## config.mk

```make
export PLATFORM = sky130hd
export DESIGN_NAME = multicycle_controller
export DESIGN_NICKNAME = d
export VERILOG_FILES = /design/src/rtl/ctrl_pkg.sv /design/src/rtl/ctrl_timeout_cnt.sv /design/src/rtl/multicycle_controller.sv
export SDC_FILE = /design/constraint.sdc
export NUM_CORES = 1
export LEC_CHECK = 0
export CAP_MARGIN = 20
export CORE_UTILIZATION = 46
export CTS_BUF_LIST = sky130_fd_sc_hd__clkbuf_8
export CTS_CLUSTER_SIZE = 40
export DETAILED_ROUTE_END_ITERATION = 10
export PLACE_DENSITY = 0.74
export SKIP_LAST_GASP = 1
export SLEW_MARGIN = 20
export SYNTH_ARGS = -nofsm -noshare
export SYNTH_HDL_FRONTEND = slang
export SYNTH_HIERARCHICAL = 1
export SYNTH_SLANG_ARGS = --single-unit
```

## constraint.sdc

```tcl
create_clock -name clk -period 4.6 [get_ports clk]
set_input_delay 0.69 -clock clk [delete_from_list [all_inputs] [get_ports clk]]
set_output_delay 0.69 -clock clk [all_outputs]
set_load 0.02 [all_outputs]
```

## src/rtl/ctrl_pkg.sv

```systemverilog
// Shared types and constants for the multi-cycle RISC-V control unit:
// FSM state encoding, decoded opcodes and ALU operation selects.
package ctrl_pkg;

    typedef enum logic [3:0] {
        FETCH    = 4'd0,
        DECODE   = 4'd1,
        EXEC_R   = 4'd2,
        EXEC_I   = 4'd3,
        MEM_ADDR = 4'd4,
        MEM_RD   = 4'd5,
        MEM_WR   = 4'd6,
        WB_ALU   = 4'd7,
        WB_MEM   = 4'd8,
        TRAP     = 4'd9,
        ERROR    = 4'd10
    } state_t;

    localparam logic [6:0] OP_R     = 7'b0110011;
    localparam logic [6:0] OP_I     = 7'b0010011;
    localparam logic [6:0] OP_LOAD  = 7'b0000011;
    localparam logic [6:0] OP_STORE = 7'b0100011;

    localparam logic [1:0] ALUOP_ADD   = 2'b00;
    localparam logic [1:0] ALUOP_STORE = 2'b01;
    localparam logic [1:0] ALUOP_FUNCT = 2'b10;

    // States in which the controller waits on the data memory handshake.
    function automatic logic is_mem_state(input state_t s);
        return (s == MEM_RD) || (s == MEM_WR);
    endfunction

endpackage

```

## src/rtl/ctrl_timeout_cnt.sv

```systemverilog
// Memory-wait timeout counter: held clear outside the memory states,
// counts wait cycles, saturates at LIMIT and flags the cycle on which the
// limit would be reached without a ready. LIMIT = 0 disables expiry.
module ctrl_timeout_cnt #(
    parameter int LIMIT = 16,
    parameter int W     = 5
) (
    input  logic clk,
    input  logic reset,
    input  logic i_clr,
    input  logic i_inc,
    output logic o_expired
);

    localparam logic [W-1:0] LIM_W    = W'(LIMIT);
    localparam logic [W-1:0] LIM_M1_W = W'(LIMIT - 1);

    logic [W-1:0] r_cnt;

    // Clear / saturating increment of the wait-cycle count.
    always_ff @(posedge clk) begin
        if (reset || i_clr) begin
            r_cnt <= '0;
        end else if (i_inc && (r_cnt != LIM_W)) begin
            r_cnt <= r_cnt + W'(1);
        end
    end

    generate
        if (LIMIT == 0) begin : g_no_timeout
            assign o_expired = 1'b0;
        end else begin : g_timeout
            // This wait cycle is the LIMIT-th one without a ready.
            assign o_expired = i_inc && (r_cnt >= LIM_M1_W);
        end
    endgenerate

endmodule

```

## src/rtl/multicycle_controller.sv

```systemverilog
// Multi-cycle control FSM for the RISC-V datapath (R-type, I-type ALU, lw,
// sw; everything else traps). Fetch/memory ready handshakes, memory
// timeout with sticky error state.
// Optional: define MULTICYCLE_CTRL_PERF_EN to add cycle_cnt / instr_cnt.
module multicycle_controller
    import ctrl_pkg::*;
#(
    parameter int MEM_TIMEOUT = 16
) (
    input  logic        clk,
    input  logic        reset,
    input  logic [6:0]  Opcode,
    input  logic        instr_valid,
    input  logic        mem_ready,
    output logic        PCWrite,
    output logic        IRWrite,
    output logic        ALUSrc,
    output logic        MemtoReg,
    output logic        RegWrite,
    output logic        MemRead,
    output logic        MemWrite,
    output logic [1:0]  ALUOp,
    output logic        illegal_op,
    output logic        mem_err,
    output logic [3:0]  state_o
`ifdef MULTICYCLE_CTRL_PERF_EN
    ,
    output logic [31:0] cycle_cnt,
    output logic [31:0] instr_cnt
`endif
);

    localparam int TO_W = (MEM_TIMEOUT < 1) ? 1 : $clog2(MEM_TIMEOUT + 1);

    state_t     r_state;
    state_t     w_next;
    logic [6:0] r_opcode;
    logic       w_in_mem;
    logic       w_expired;

    assign w_in_mem = is_mem_state(r_state);
    assign state_o  = r_state;

    ctrl_timeout_cnt #(
        .LIMIT (MEM_TIMEOUT),
        .W     (TO_W)
    ) u_timeout (
        .clk       (clk),
        .reset     (reset),
        .i_clr     (~w_in_mem),
        .i_inc     (w_in_mem & ~mem_ready),
        .o_expired (w_expired)
    );

    // State register.
    always_ff @(posedge clk) begin
        if (reset) begin
            r_state <= FETCH;
        end else begin
            r_state <= w_next;
        end
    end

    // Opcode is captured only in DECODE; later changes on the input are ignored.
    always_ff @(posedge clk) begin
        if (reset) begin
            r_opcode <= '0;
        end else if (r_state == DECODE) begin
            r_opcode <= Opcode;
        end
    end

    // Next-state and control decode from registered state and opcode.
    always_comb begin
        w_next     = r_state;
        PCWrite    = 1'b0;
        IRWrite    = 1'b0;
        ALUSrc     = 1'b0;
        MemtoReg   = 1'b0;
        RegWrite   = 1'b0;
        MemRead    = 1'b0;
        MemWrite   = 1'b0;
        ALUOp      = ALUOP_ADD;
        illegal_op = 1'b0;
        mem_err    = 1'b0;
        case (r_state)
            FETCH: begin
                IRWrite = instr_valid;
                if (instr_valid) w_next = DECODE;
            end
            DECODE: begin
                case (Opcode)
                    OP_R:              w_next = EXEC_R;
                    OP_I:              w_next = EXEC_I;
                    OP_LOAD, OP_STORE: w_next = MEM_ADDR;
                    default:           w_next = TRAP;
                endcase
            end
            EXEC_R: begin
                ALUOp  = ALUOP_FUNCT;
                w_next = WB_ALU;
            end
            EXEC_I: begin
                ALUSrc = 1'b1;
                ALUOp  = ALUOP_FUNCT;
                w_next = WB_ALU;
            end
            MEM_ADDR: begin
                ALUSrc = 1'b1;
                ALUOp  = (r_opcode == OP_STORE) ? ALUOP_STORE : ALUOP_ADD;
                w_next = (r_opcode == OP_STORE) ? MEM_WR : MEM_RD;
            end
            MEM_RD: begin
                ALUSrc  = 1'b1;
                MemRead = 1'b1;
                // A ready on the limit cycle still completes the access.
                if (mem_ready)      w_next = WB_MEM;
                else if (w_expired) w_next = ERROR;
            end
            MEM_WR: begin
                ALUSrc   = 1'b1;
                MemWrite = 1'b1;
                PCWrite  = mem_ready;
                if (mem_ready)      w_next = FETCH;
                else if (w_expired) w_next = ERROR;
            end
            WB_ALU: begin
                RegWrite = 1'b1;
                PCWrite  = 1'b1;
                w_next   = FETCH;
            end
            WB_MEM: begin
                RegWrite = 1'b1;
                MemtoReg = 1'b1;
                PCWrite  = 1'b1;
                w_next   = FETCH;
            end
            TRAP:    illegal_op = 1'b1;
            ERROR:   mem_err    = 1'b1;
            default: w_next     = FETCH;
        endcase
    end

`ifdef MULTICYCLE_CTRL_PERF_EN
    logic [31:0] r_cycle_cnt;
    logic [31:0] r_instr_cnt;

    // Free-running cycle and retired-instruction counters, wrapping at 2^32.
    always_ff @(posedge clk) begin
        if (reset) begin
            r_cycle_cnt <= '0;
            r_instr_cnt <= '0;
        end else begin
            r_cycle_cnt <= r_cycle_cnt + 32'd1;
            if (PCWrite) r_instr_cnt <= r_instr_cnt + 32'd1;
        end
    end

    assign cycle_cnt = r_cycle_cnt;
    assign instr_cnt = r_instr_cnt;
`endif

endmodule
```

# [Word level (Yosys, flattened, before mapping)]
# Index checks and enable logic that the tools add are counted.
[op_classes] addsub=1 n_mux=18 n_eq_ne=17 n_bitwise=4 n_reduce_logical=11 n_lt_le_gt_ge=1
[ops] op="$pmux 4 s7" n=1
[ops] op="$eq 7x6->1 const B" n=3
[ops] op="$eq 4x3->1 const B" n=4
[ops] op="$mux 4" n=4
[ops] op="$eq 4x4->1 const B" n=3
[ops] op="$pmux 4 s3" n=1
[ops] op="$mux 1" n=9
[ops] op="$eq 4x2->1 const B" n=2
[ops] op="$reduce_or 2->1" n=4
[ops] op="$eq 7x2->1 const B" n=1
[ops] op="$eq 7x5->1 const B" n=1
[ops] op="$add 5x1->5 const B" n=1
[ops] op="$ge 5x4->1 const B" n=1
[ops] op="$ne 5x5->1 const B" n=1
[ops] op="$eq 4x1->1 const B" n=1
[ops] op="$logic_not 4->1" n=1
[ops] op="$pmux 2 s2" n=1
[ops] op="$reduce_or 4->1" n=1
[ops] op="$not 1->1" n=3
[ops] op="$logic_and 1x1->1" n=2
[ops] op="$logic_or 1x1->1" n=2
[ops] op="$mux 2" n=1
[ops] op="$ne 2x2->1 const B" n=1
[ops] op="$pmux 1 s2" n=1
[ops] op="2 further kinds" n=2
[totals] output_inout_bits=15 input_bits=11 register_bits=16 wordCells=55

# [Logic depth before layout (Yosys ltp)]
# Gate-level depths: netlist of run 1.
[logic_depth] depth_word=7 depth_mapped=9 mapped_depth_nobuf=9

# [Modules after synthesis]
# Netlist of run 1, hierarchy kept.
[modules_own_cells] module="multicycle_controller" cells_each=107 instances=1 seq_area_each_um2=220.2 area_per_inst_um2=767.0
[modules_own_cells] module="ctrl_timeout_cnt" cells_each=33 instances=1 seq_area_each_um2=100.1 area_per_inst_um2=287.8

# [Worst setup path after synthesis of run 1]
# OpenSTA, ideal clock, no wires.
[synth_path] kind="register to register" from="reg r_state[1], in the netlist state_o[1]" to="reg r_state[0], in the netlist state_o[0]" required_ps=4486 stages_incl_launch_ff=10 n_path_buf=1 period_less_slack_ps=2232 setup_time_ps=114 path_slack_ps=2368 t_arrival_ps=2118 cell_sequence="dfxtp_1 > buf_4 > nor2b_1 > o21ai_0 > nor2_1 > a21boi_0 > nor2_1 > a32oi_1 > o211ai_1 > a21o_1"
[synth_between] elab_chain_cells=7 elab_cells_between_ends=21 cone_classes="9 x eq/ne; 4 x mux; 2 x bitwise; 6 x reduce/logical"
[synth_lines] item="from (decl)" line_no="multicycle_controller.sv:35" rtl="state_t r_state;"
[synth_lines] item="from (signal assigned)" line_no="multicycle_controller.sv:60" rtl="r_state <= w_next;"
[synth_lines] item="$eq 4x3->1" line_no="ctrl_pkg.sv:30" rtl="return (s == MEM_RD) || (s == MEM_WR);"
[synth_lines] item="$logic_or 1x1->1 *" line_no="ctrl_pkg.sv:30"
[synth_lines] item="$and 1x1->1 *" line_no="multicycle_controller.sv:51" rtl=".i_inc (w_in_mem & ~mem_ready),"
[synth_lines] item="$logic_and 1x1->1 *" line_no="ctrl_timeout_cnt.sv:34" rtl="assign o_expired = i_inc && (r_cnt >= LIM_M1_W);"
[synth_lines] item="net w_expired" line_no="multicycle_controller.sv:39" rtl="logic w_expired;"
[synth_lines] item="$mux 4 *"
[synth_lines] item="$mux 4, on equally long branches"
[synth_lines] item="$pmux 4 s7 *" line_no="multicycle_controller.sv:86" rtl="case (r_state)"
# Mark *: on every way through the listed nets, which the timed path passes. The rest lies on a longest branch.
# A chain may end at the register's enable or synchronous reset.

# [Worst setup path in the final report of run 1]
[layout_path] from="reg r_opcode[3]" to="out ALUOp[0]"
[layout_between] elab_chain_cells=3
[layout_lines] item="from (decl)" line_no="multicycle_controller.sv:37" rtl="logic [6:0] r_opcode;"
[layout_lines] item="from (signal assigned)" line_no="multicycle_controller.sv:69" rtl="r_opcode <= Opcode;"
[layout_lines] item="$eq 7x6->1" line_no="multicycle_controller.sv:110" rtl="ALUOp = (r_opcode == OP_STORE) ? ALUOP_STORE : ALUOP_ADD;"
[layout_lines] item="$mux 1" line_no="multicycle_controller.sv:110"
[layout_lines] item="$pmux 2 s2" line_no="multicycle_controller.sv:86"
[layout_lines] item="to (decl)" line_no="multicycle_controller.sv:22" rtl="output logic [1:0] ALUOp,"
# Every way passes these cells.

==> impl_metrics.env, run 1 <==
export IMPL_synth_compound_area_share=0.227
export IMPL_hold_path_depth=2
export IMPL_die_h_um=49.9
export IMPL_ir_worst_vdd_v=0.000210
export IMPL_cts_tree="built"
export IMPL_io_pin_count=26
export IMPL_globalRouteTotalUtil=0.220
export IMPL_synth_xor_area_share=0.0166
export IMPL_avgSynthCellArea_um2=7.53
export IMPL_timing_fmax_mhz=342
export IMPL_synth_edff_count=0
export IMPL_regToRegSetupSlack_ps=1910
export IMPL_muxShareOfSynthArea=0.0190
export IMPL_worst_path_buf_inv=2
export IMPL_numPortBuffers=25
export IMPL_antenna_found_initial=0
export IMPL_via_per_inst=5.74
export IMPL_synth_top_family_by_area="simple AND/OR/NAND/NOR gates"
export IMPL_drv_cap=0
export IMPL_clockBufferDepth=2
export IMPL_ys_ff_latch=16
export IMPL_rsz0062_at_grt="false"
export IMPL_dpl_instance_area_um2=1300
export IMPL_holdWs_ps=449
export IMPL_wl_per_cell_um=12.9
export IMPL_grt_pass1_wl_um=4220
export IMPL_multi_input_area_um2=672
export IMPL_ant_nets=0
export IMPL_worstHoldPathType="flip-flop to flip-flop"
export IMPL_grt_max_degree=20
export IMPL_report_power_total_uw=363
export IMPL_synth_most_common_cell="nand2_1"
export IMPL_num_rows=16
export IMPL_hold_end="r_opcode[3]"
export IMPL_dieArea_um2=2490
export IMPL_synthAdderAreaFrac=0.0356
export IMPL_grt_pass1_vias=1018
export IMPL_cts_buffers=3
export IMPL_synthCells=140
export IMPL_drtIter0Drc=21
export IMPL_cts_setup_buffers=0
export IMPL_worst_r2r_endpoint="state_o[0]"
export IMPL_yosys_most_used_dff="dfxtp_1"
export IMPL_r2r_worst_path_cells=8
export IMPL_setup_tns_ps=0
export IMPL_area_delta_synth_final_pct=28.4
export IMPL_layout_min_cycle_time_ps=2930
export IMPL_yosys_area_top_type="dfxtp_1"
export IMPL_synthTopCellsByArea="dfxtp_1, nand2_1, nor2_1"
export IMPL_critPathLaunch="r_opcode[3]"
export IMPL_routabilityCongestion=0.823
export IMPL_synth_cell_types=45
export IMPL_cp_start_kind="flip-flop"
export IMPL_seq_area_um2=320
export IMPL_clock_latency_ps=250
export IMPL_cts_resized=0
export IMPL_path_clk_slew_ps=60
export IMPL_path_depth=5
export IMPL_synth_top_area_frac=0.304
export IMPL_initial_utilization=0.512
export IMPL_finalHoldViolCount=0
export IMPL_cts_sinks=16
export IMPL_relSlewSlack=0.541
export IMPL_fin_ws_ps=1670
export IMPL_worstPathRequired_ps=3910
export IMPL_core_um2=2060
export IMPL_dp_slack_ps=1890
export IMPL_path_max_fanout=2
export IMPL_synthesis_nets=154
export IMPL_slowest_delay_ps=590
export IMPL_fin_worst_skew_ps=3.13
export IMPL_run_status="completed"
export IMPL_leakage_nw=0.493
export IMPL_die_w_um=49.9
export IMPL_cts_hold_buf=0
export IMPL_post_route_period_util=0.636
export IMPL_drt_wl_total_um=2440
export IMPL_r2r_start="state_o[2]"
export IMPL_worst_setup_path_end_kind="output pin"
export IMPL_power_density_nw_per_um2=268
export IMPL_final_area_um2=1350
export IMPL_synth_common_cells="nand2_1, dfxtp_1, nor2_1, a21oi_1"
export IMPL_routed_via_count=1084
export IMPL_yosysSeqAreaShare=0.304
export IMPL_n_fill_cell=193
export IMPL_grt_overflow=0
export IMPL_critPathSlowestCell="clkdlybuf4s50_1"
export IMPL_clockRootBuffer="clkbuf_8"
export IMPL_cpLargestDelayFamily="simple AND/OR/NAND/NOR gates"
export IMPL_drive_above_1_share=0.0617
export IMPL_place_hpwl_um=1790
export IMPL_path_cells="or4b_1, nor3_1, nand3_1, inv_1, clkdlybuf4s50_1"
export IMPL_drc=0
export IMPL_min_delay_start="r_opcode[3]"
export IMPL_yosys_warnings=6
export IMPL_first_pass_iters=4
export IMPL_syn_area_um2=1050
export IMPL_async_reset_ff_frac=0
export IMPL_final_max_slew_viol_count=0
export IMPL_worst_pin_slew_ps=687
export IMPL_cp_arrival_ps=2240
export IMPL_synth_simple_area_share=0.339
export IMPL_critPathKind="flip-flop to output pin"
export IMPL_h_tree_depth=1
export IMPL_setup_violations_final=0
export IMPL_nets=177
export IMPL_antenna_cells=0
-- worst register-to-register path: stages, from the launching register on --
cell and delay [ps]:
dfxtp_1 760, nor2b_1 330, o21ai_0 200, nor2_1 300, a21boi_0 270, nor2_1 130
a32oi_1 240, o211ai_1 140, a21o_1 210
-- cell families after synthesis --
logic type                 count (synthesis)
buffers and inverters                     13
muxes                                      2
adders and majority gates                  3
xor gates and xnor gates                   2
DFF                                       16
and+or+nand+nor                           70
AOI/OAI and AO/OA                         34
-- power by group --
part / total (mW) / switching [mW] / leakage (nW) / internal [mW]
clock: 0.125 / 0.0491 / 0.0288 / 0.0759
sequential: 0.159 / 0.0123 / 0.130 / 0.147
combinational: 0.0788 / 0.0413 / 0.334 / 0.0375
total: 0.363 / 0.103 / 0.493 / 0.260
-- layer usage --
metal	wire length [um]	track usage	vias up
met2	1200	0.372	42
met3	126	0.0525	4
met5	0	0	-
li1	-	-	532
met4	25	0.105	0
met1	1090	0.257	506
-- registers in the layout, summed over array words and instances (netlist names) --
name             cells
r_opcode             7
state_o              4
u_timeout/r_cnt      5
-- placed cells by master, fill, tap and decap left out, drive strengths merged, types with 2 or more instances in the layout --
master / synthesis / final
clkbuf: 2 / 4
ha: 3 / 3
nor3b: 2 / 2
nand3b: 2 / 2
nand2b: 4 / 4
o211ai: 2 / 2
nor2b: 5 / 5
clkdlybuf4s50: 0 / 25
xor2: 2 / 2
o21ai: 7 / 7
dfxtp: 16 / 16
a21o: 2 / 2
mux2i: 2 / 2
a21boi: 2 / 2
nor2: 15 / 15
nor3: 5 / 5
nand2: 27 / 27
and3: 2 / 2
a21oi: 10 / 10
inv: 6 / 6
nand4: 2 / 2
-- how the worst max path moves through the flow --
stage                             to  slack [ps]
after detailed placement     PCWrite        1890
final                       ALUOp[0]        1670
after CTS                   ALUOp[0]        1660
after floorplan           state_o[0]        2370
after global routing        ALUOp[0]        1520
after global placement       PCWrite        1900
-- metrics by stage --
step	util	cells
finish	0.657	189
global route	0.657	189
CTS	0.657	189
detailed placement	0.630	185
global placement	0.630	185
floorplan	-	140
-- layout make-up --
class,count,area share
multi-input cells,111,0.496
flip-flops and latches,16,0.237
repair buffers,25,0.185
clock buffers,4,0.0407
well taps,27,0.0250
inverters,6,0.0166
No activity file was read; power rests on OpenSTA's default activity.
==> inputs of run 2 (changes only) <==
clock period = 2.8 ns   (was 4.6 ns; I/O delays follow)
==> run 2 against run 1 <==
Die area is the same. Critical path depth is the same. Worst hold slack gained 3.1 ps. Critical endpoint unchanged. Wire length grew 0.12%. Largest cell class unchanged. Register-to-register slack lost 1600 ps.
==> impl_metrics.env, run 2 (synthesis results as in run 1) <==
export IMPL_run_status="completed"
export IMPL_cp_start_kind="flip-flop"
export IMPL_combPwrFrac=0.234
export IMPL_p_int_uw=432
export IMPL_final_area_um2=1380
export IMPL_cts_resized=0
export IMPL_rsz0062_at_grt="false"
export IMPL_path_cells="or4b_1, nor3_1, nand3_1, inv_1, clkdlybuf4s50_1"
export IMPL_clockPowerShare=0.347
export IMPL_layout_common_cells="nand2_1, clkdlybuf4s50_1, dfxtp_1"
export IMPL_worstHoldPathType="flip-flop to flip-flop"
export IMPL_power_density_nw_per_um2=439
export IMPL_antenna_cells=0
export IMPL_cts_buffers=3
export IMPL_core_um2=2060
export IMPL_ir_worst_vdd_v=0.000341
export IMPL_endpoint="ALUOp[0]"
export IMPL_numPortBuffers=25
export IMPL_regToRegSetupSlack_ps=280
export IMPL_ant_nets=0
export IMPL_p_switching_uw=173
export IMPL_post_route_period_util=0.942
export IMPL_drive_above_1_share=0.0788
export IMPL_clockRootBuffer="clkbuf_8"
export IMPL_worst_r2r_endpoint="state_o[2]"
export IMPL_worst_setup_path_end_kind="output pin"
export IMPL_cp_arrival_ps=2220
export IMPL_dpl_instance_area_um2=1320
export IMPL_globalRouteTotalUtil=0.219
export IMPL_critPathKind="flip-flop to output pin"
export IMPL_grt_use_met3=0.0494
export IMPL_finalHoldViolCount=0
export IMPL_drtIter0Drc=36
export IMPL_r2r_worst_path_cells=8
export IMPL_clockBufferDepth=2
export IMPL_nets=180
export IMPL_routed_via_count=1082
export IMPL_final_common_cell="nand2_1"
export IMPL_setup_violations_final=0
export IMPL_largest_reg_flops=7
export IMPL_use_met2=0.385
export IMPL_grt_use_met1=0.252
export IMPL_grt_overflow=0
export IMPL_clock_latency_ps=260
export IMPL_grt_pass1_wl_um=4150
export IMPL_cts_tree="built"
export IMPL_grt_max_degree=19
export IMPL_drc=0
export IMPL_num_rows=16
export IMPL_die_w_um=49.9
export IMPL_initial_utilization=0.512
export IMPL_io_pin_count=26
export IMPL_leakage_nw=0.509
export IMPL_cts_setup_buffers=0
export IMPL_grt_busiest_layer="met2"
export IMPL_setup_tns_ps=0
export IMPL_area_delta_synth_final_pct=30.5
export IMPL_holdWs_ps=452
export IMPL_path_clk_slew_ps=70
export IMPL_seq_power_share=0.419
export IMPL_die_h_um=49.9
export IMPL_path_max_fanout=2
export IMPL_dieArea_um2=2490
export IMPL_layout_min_cycle_time_ps=2640
export IMPL_report_power_total_uw=605
export IMPL_timing_fmax_mhz=379
export IMPL_drt_wl_total_um=2440
export IMPL_routabilityCongestion=0.842
export IMPL_worstPathRequired_ps=2380
export IMPL_relSlewSlack=0.625
export IMPL_cts_hold_buf=0
export IMPL_critPathSlowestCell="clkdlybuf4s50_1"
export IMPL_critPathLaunch="r_opcode[3]"
export IMPL_swShare=0.285
export IMPL_r2r_start="state_o[1]"
export IMPL_place_hpwl_um=1810
export IMPL_slowest_delay_ps=590
export IMPL_regMostFlops="r_opcode"
export IMPL_worst_pin_slew_ps=561
export IMPL_cts_sinks=16
export IMPL_first_pass_iters=4
export IMPL_wl_per_cell_um=12.7
export IMPL_via_per_inst=5.64
export IMPL_h_tree_depth=1
export IMPL_drv_cap=0
export IMPL_grt_pass1_vias=1002
export IMPL_final_max_slew_viol_count=0
export IMPL_fin_worst_skew_ps=3.41
export IMPL_antenna_found_initial=0
## run 2: changes by cell type in the layout (fill, tap and decap cells not counted)
cell   before  now
buf_4       0    3
## run 2: area by class of cell
class                           instances  area, um2
Sequential cell                        16        320
Fill cell                             182        686
Multi-Input combinational cell        111        672
Clock buffer                            4       55.1
Inverter                                6       22.5
Tap cell                               27       33.8
Timing Repair Buffer                   28        273
## run 2: metal layers
metal | up-vias | routed length (um)
met2 | 41 | 1180
li1 | 547 | -
met4 | 0 | 40
met1 | 489 | 1080
met5 | - | 0
met3 | 5 | 143
## run 2: worst min-delay path by stage
stage	end	depth (start not counted)	from
2_1_floorplan	r_opcode[3]	2	r_opcode[3]
3_3_place_gp	r_opcode[5]	2	r_opcode[5]
3_5_place_dp	r_opcode[6]	2	r_opcode[6]
4_1_cts	r_opcode[6]	2	r_opcode[6]
5_1_grt	r_opcode[6]	2	r_opcode[6]
6_report	r_opcode[6]	2	r_opcode[6]
## run 2: critical path, delay by kind of cell, from the launching register on
kind / cells / cell delay (ps)
buf+inv: 2 / 670
flops: 1 / 310
simple gates: 3 / 980
## run 2: power groups by stage
stage	sequential, mW	combinational (mW)	clock, mW
floorplan	0.257	0.0846	0
global placement	0.258	0.140	0
detailed placement	0.258	0.142	0
CTS	0.253	0.142	0.213
global route	0.255	0.155	0.220
finish	0.253	0.142	0.210
## run 2: per-stage QoR
step	worst slack (ps)	std cells	utilization
6_report	162	192	0.667
5_1_grt	54.4	192	0.667
4_1_cts	153	192	0.667
3_5_place_dp	380	188	0.641
3_3_place_gp	440	188	0.641
2_1_floorplan	568	140	-
==> inputs of run 3 (changes only) <==
PLACE_DENSITY = 0.75   (was 0.74)
SKIP_LAST_GASP = unset   (was 1)
==> run 3 against run 2 <==
Die area is the same. Non-clock buffer count fell by 2. Wire length down 3.0%. Worst hold slack gained 1.1 ps. Clock-buffer cell count unchanged. Total power fell by 2.6%. Clock power down 5%. Clock skew decreased by 1.6 ps. First-iteration DRC count fell by 28%. Utilization shrank 0.73 points. Largest cell class unchanged. Highest routed layer unchanged.
==> impl_metrics.env, run 3 (synthesis results as in run 1) <==
export IMPL_grt_pass1_vias=923
export IMPL_utilization=0.660
export IMPL_final_max_slew_viol_count=0
export IMPL_relSlewSlack=0.606
export IMPL_clockBufferDepth=2
export IMPL_globalRouteTotalUtil=0.198
export IMPL_worstHoldPathType="flip-flop to flip-flop"
export IMPL_drc=0
export IMPL_cts_setup_buffers=0
export IMPL_largest_reg_flops=7
export IMPL_cp_arrival_ps=2210
export IMPL_num_rows=16
export IMPL_post_route_period_util=0.940
export IMPL_die_w_um=49.9
export IMPL_drv_cap=0
export IMPL_die_h_um=49.9
export IMPL_core_um2=2060
export IMPL_antenna_found_initial=0
export IMPL_grt_overflow=0
export IMPL_critPathSlowestCell="clkdlybuf4s50_1"
export IMPL_setup_violations_final=0
export IMPL_cts_tree="built"
export IMPL_worst_pin_slew_ps=590
export IMPL_nets=178
export IMPL_timing_fmax_mhz=380
export IMPL_layout_min_cycle_time_ps=2630
export IMPL_via_per_inst=5.58
export IMPL_first_pass_iters=7
export IMPL_cts_resized=0
export IMPL_dpl_instance_area_um2=1310
export IMPL_use_met2=0.354
export IMPL_antenna_cells=0
export IMPL_rsz0062_at_grt="false"
export IMPL_h_tree_depth=1
export IMPL_drive_above_1_share=0.0675
export IMPL_grt_busiest_layer="met2"
export IMPL_cp_start_kind="flip-flop"
export IMPL_power_density_nw_per_um2=433
export IMPL_path_clk_slew_ps=60
export IMPL_final_area_um2=1360
export IMPL_clockRootBuffer="clkbuf_8"
export IMPL_drtIter0Drc=26
export IMPL_routed_via_count=1060
export IMPL_slowest_delay_ps=590
export IMPL_path_max_fanout=2
export IMPL_setup_tns_ps=0
export IMPL_critPathKind="flip-flop to output pin"
export IMPL_wl_per_cell_um=12.5
export IMPL_place_hpwl_um=1750
export IMPL_cts_sinks=16
export IMPL_initial_utilization=0.512
export IMPL_ir_worst_vdd_v=0.000537
export IMPL_path_cells="or4b_1, nor3_1, nand3_1, inv_1, clkdlybuf4s50_1"
export IMPL_dieArea_um2=2490
export IMPL_grt_pass1_wl_um=3830
export IMPL_run_status="completed"
export IMPL_grt_max_degree=18
export IMPL_drt_wl_total_um=2370
export IMPL_io_pin_count=26
export IMPL_fin_worst_skew_ps=1.79
export IMPL_numPortBuffers=25
export IMPL_grt_use_met1=0.246
export IMPL_worstPathRequired_ps=2380
export IMPL_leakage_nw=0.498
export IMPL_worst_setup_path_end_kind="output pin"
export IMPL_finalHoldViolCount=0
export IMPL_grt_use_met3=0.0401
export IMPL_clock_latency_ps=240
export IMPL_report_power_total_uw=589
export IMPL_routabilityCongestion=0.846
export IMPL_cts_buffers=3
export IMPL_area_delta_synth_final_pct=29.1
export IMPL_final_common_cell="nand2_1"
export IMPL_cts_hold_buf=0
export IMPL_ant_nets=0
export IMPL_regMostFlops="r_opcode"
export IMPL_layout_common_cells="nand2_1, clkdlybuf4s50_1, dfxtp_1"
-- run 3: cell types whose count changed in the layout (fill, tap and decap cells not counted), sizes merged --
cell	change
buf	-2
-- run 3: layer usage --
metal	wire length [um]	vias up
li1	-	535
met1	1070	493
met2	1200	30
met3	77	2
met4	17	0
met5	0	-
-- run 3: final cells by class --
class	count	area, um2
fillers	202	701
multi-input cells	111	672
flip-flops and latches	16	320
repair buffers	26	258
clock buffers	4	55.1
well taps	27	33.8
inverters	6	22.5
-- run 3: through the flow --
step,hold WS [ps],cells,setup WS [ps]
after floorplan,431,140,568
after global placement,444,186,445
after detailed placement,444,186,352
after CTS,453,190,173
after global routing,480,190,37.8
final,453,190,167
-- run 3: final timing paths --
kind               start          end  slack [ps]  cells past startpoint
min reg2reg  r_opcode[5]  r_opcode[5]         450                      2
min          r_opcode[5]  r_opcode[5]         450                      2
max reg2reg   state_o[1]   state_o[2]         310                      8
max          r_opcode[3]     ALUOp[0]         170                      5
-- run 3: where the power goes --
part | switching, mW | internal (mW) | leakage (nW) | total [mW]
Sequential | 0.0188 | 0.241 | 0.130 | 0.260
Combinational | 0.0672 | 0.0617 | 0.340 | 0.129
Clock | 0.0758 | 0.124 | 0.0288 | 0.200
Total | 0.162 | 0.427 | 0.498 | 0.589
-- run 3: worst max-delay path, delay by kind of cell, from the launching register on --
kind,cells,cell delay (ps)
simple gates,3,1000
buf+inv,2,670
flops,1,310
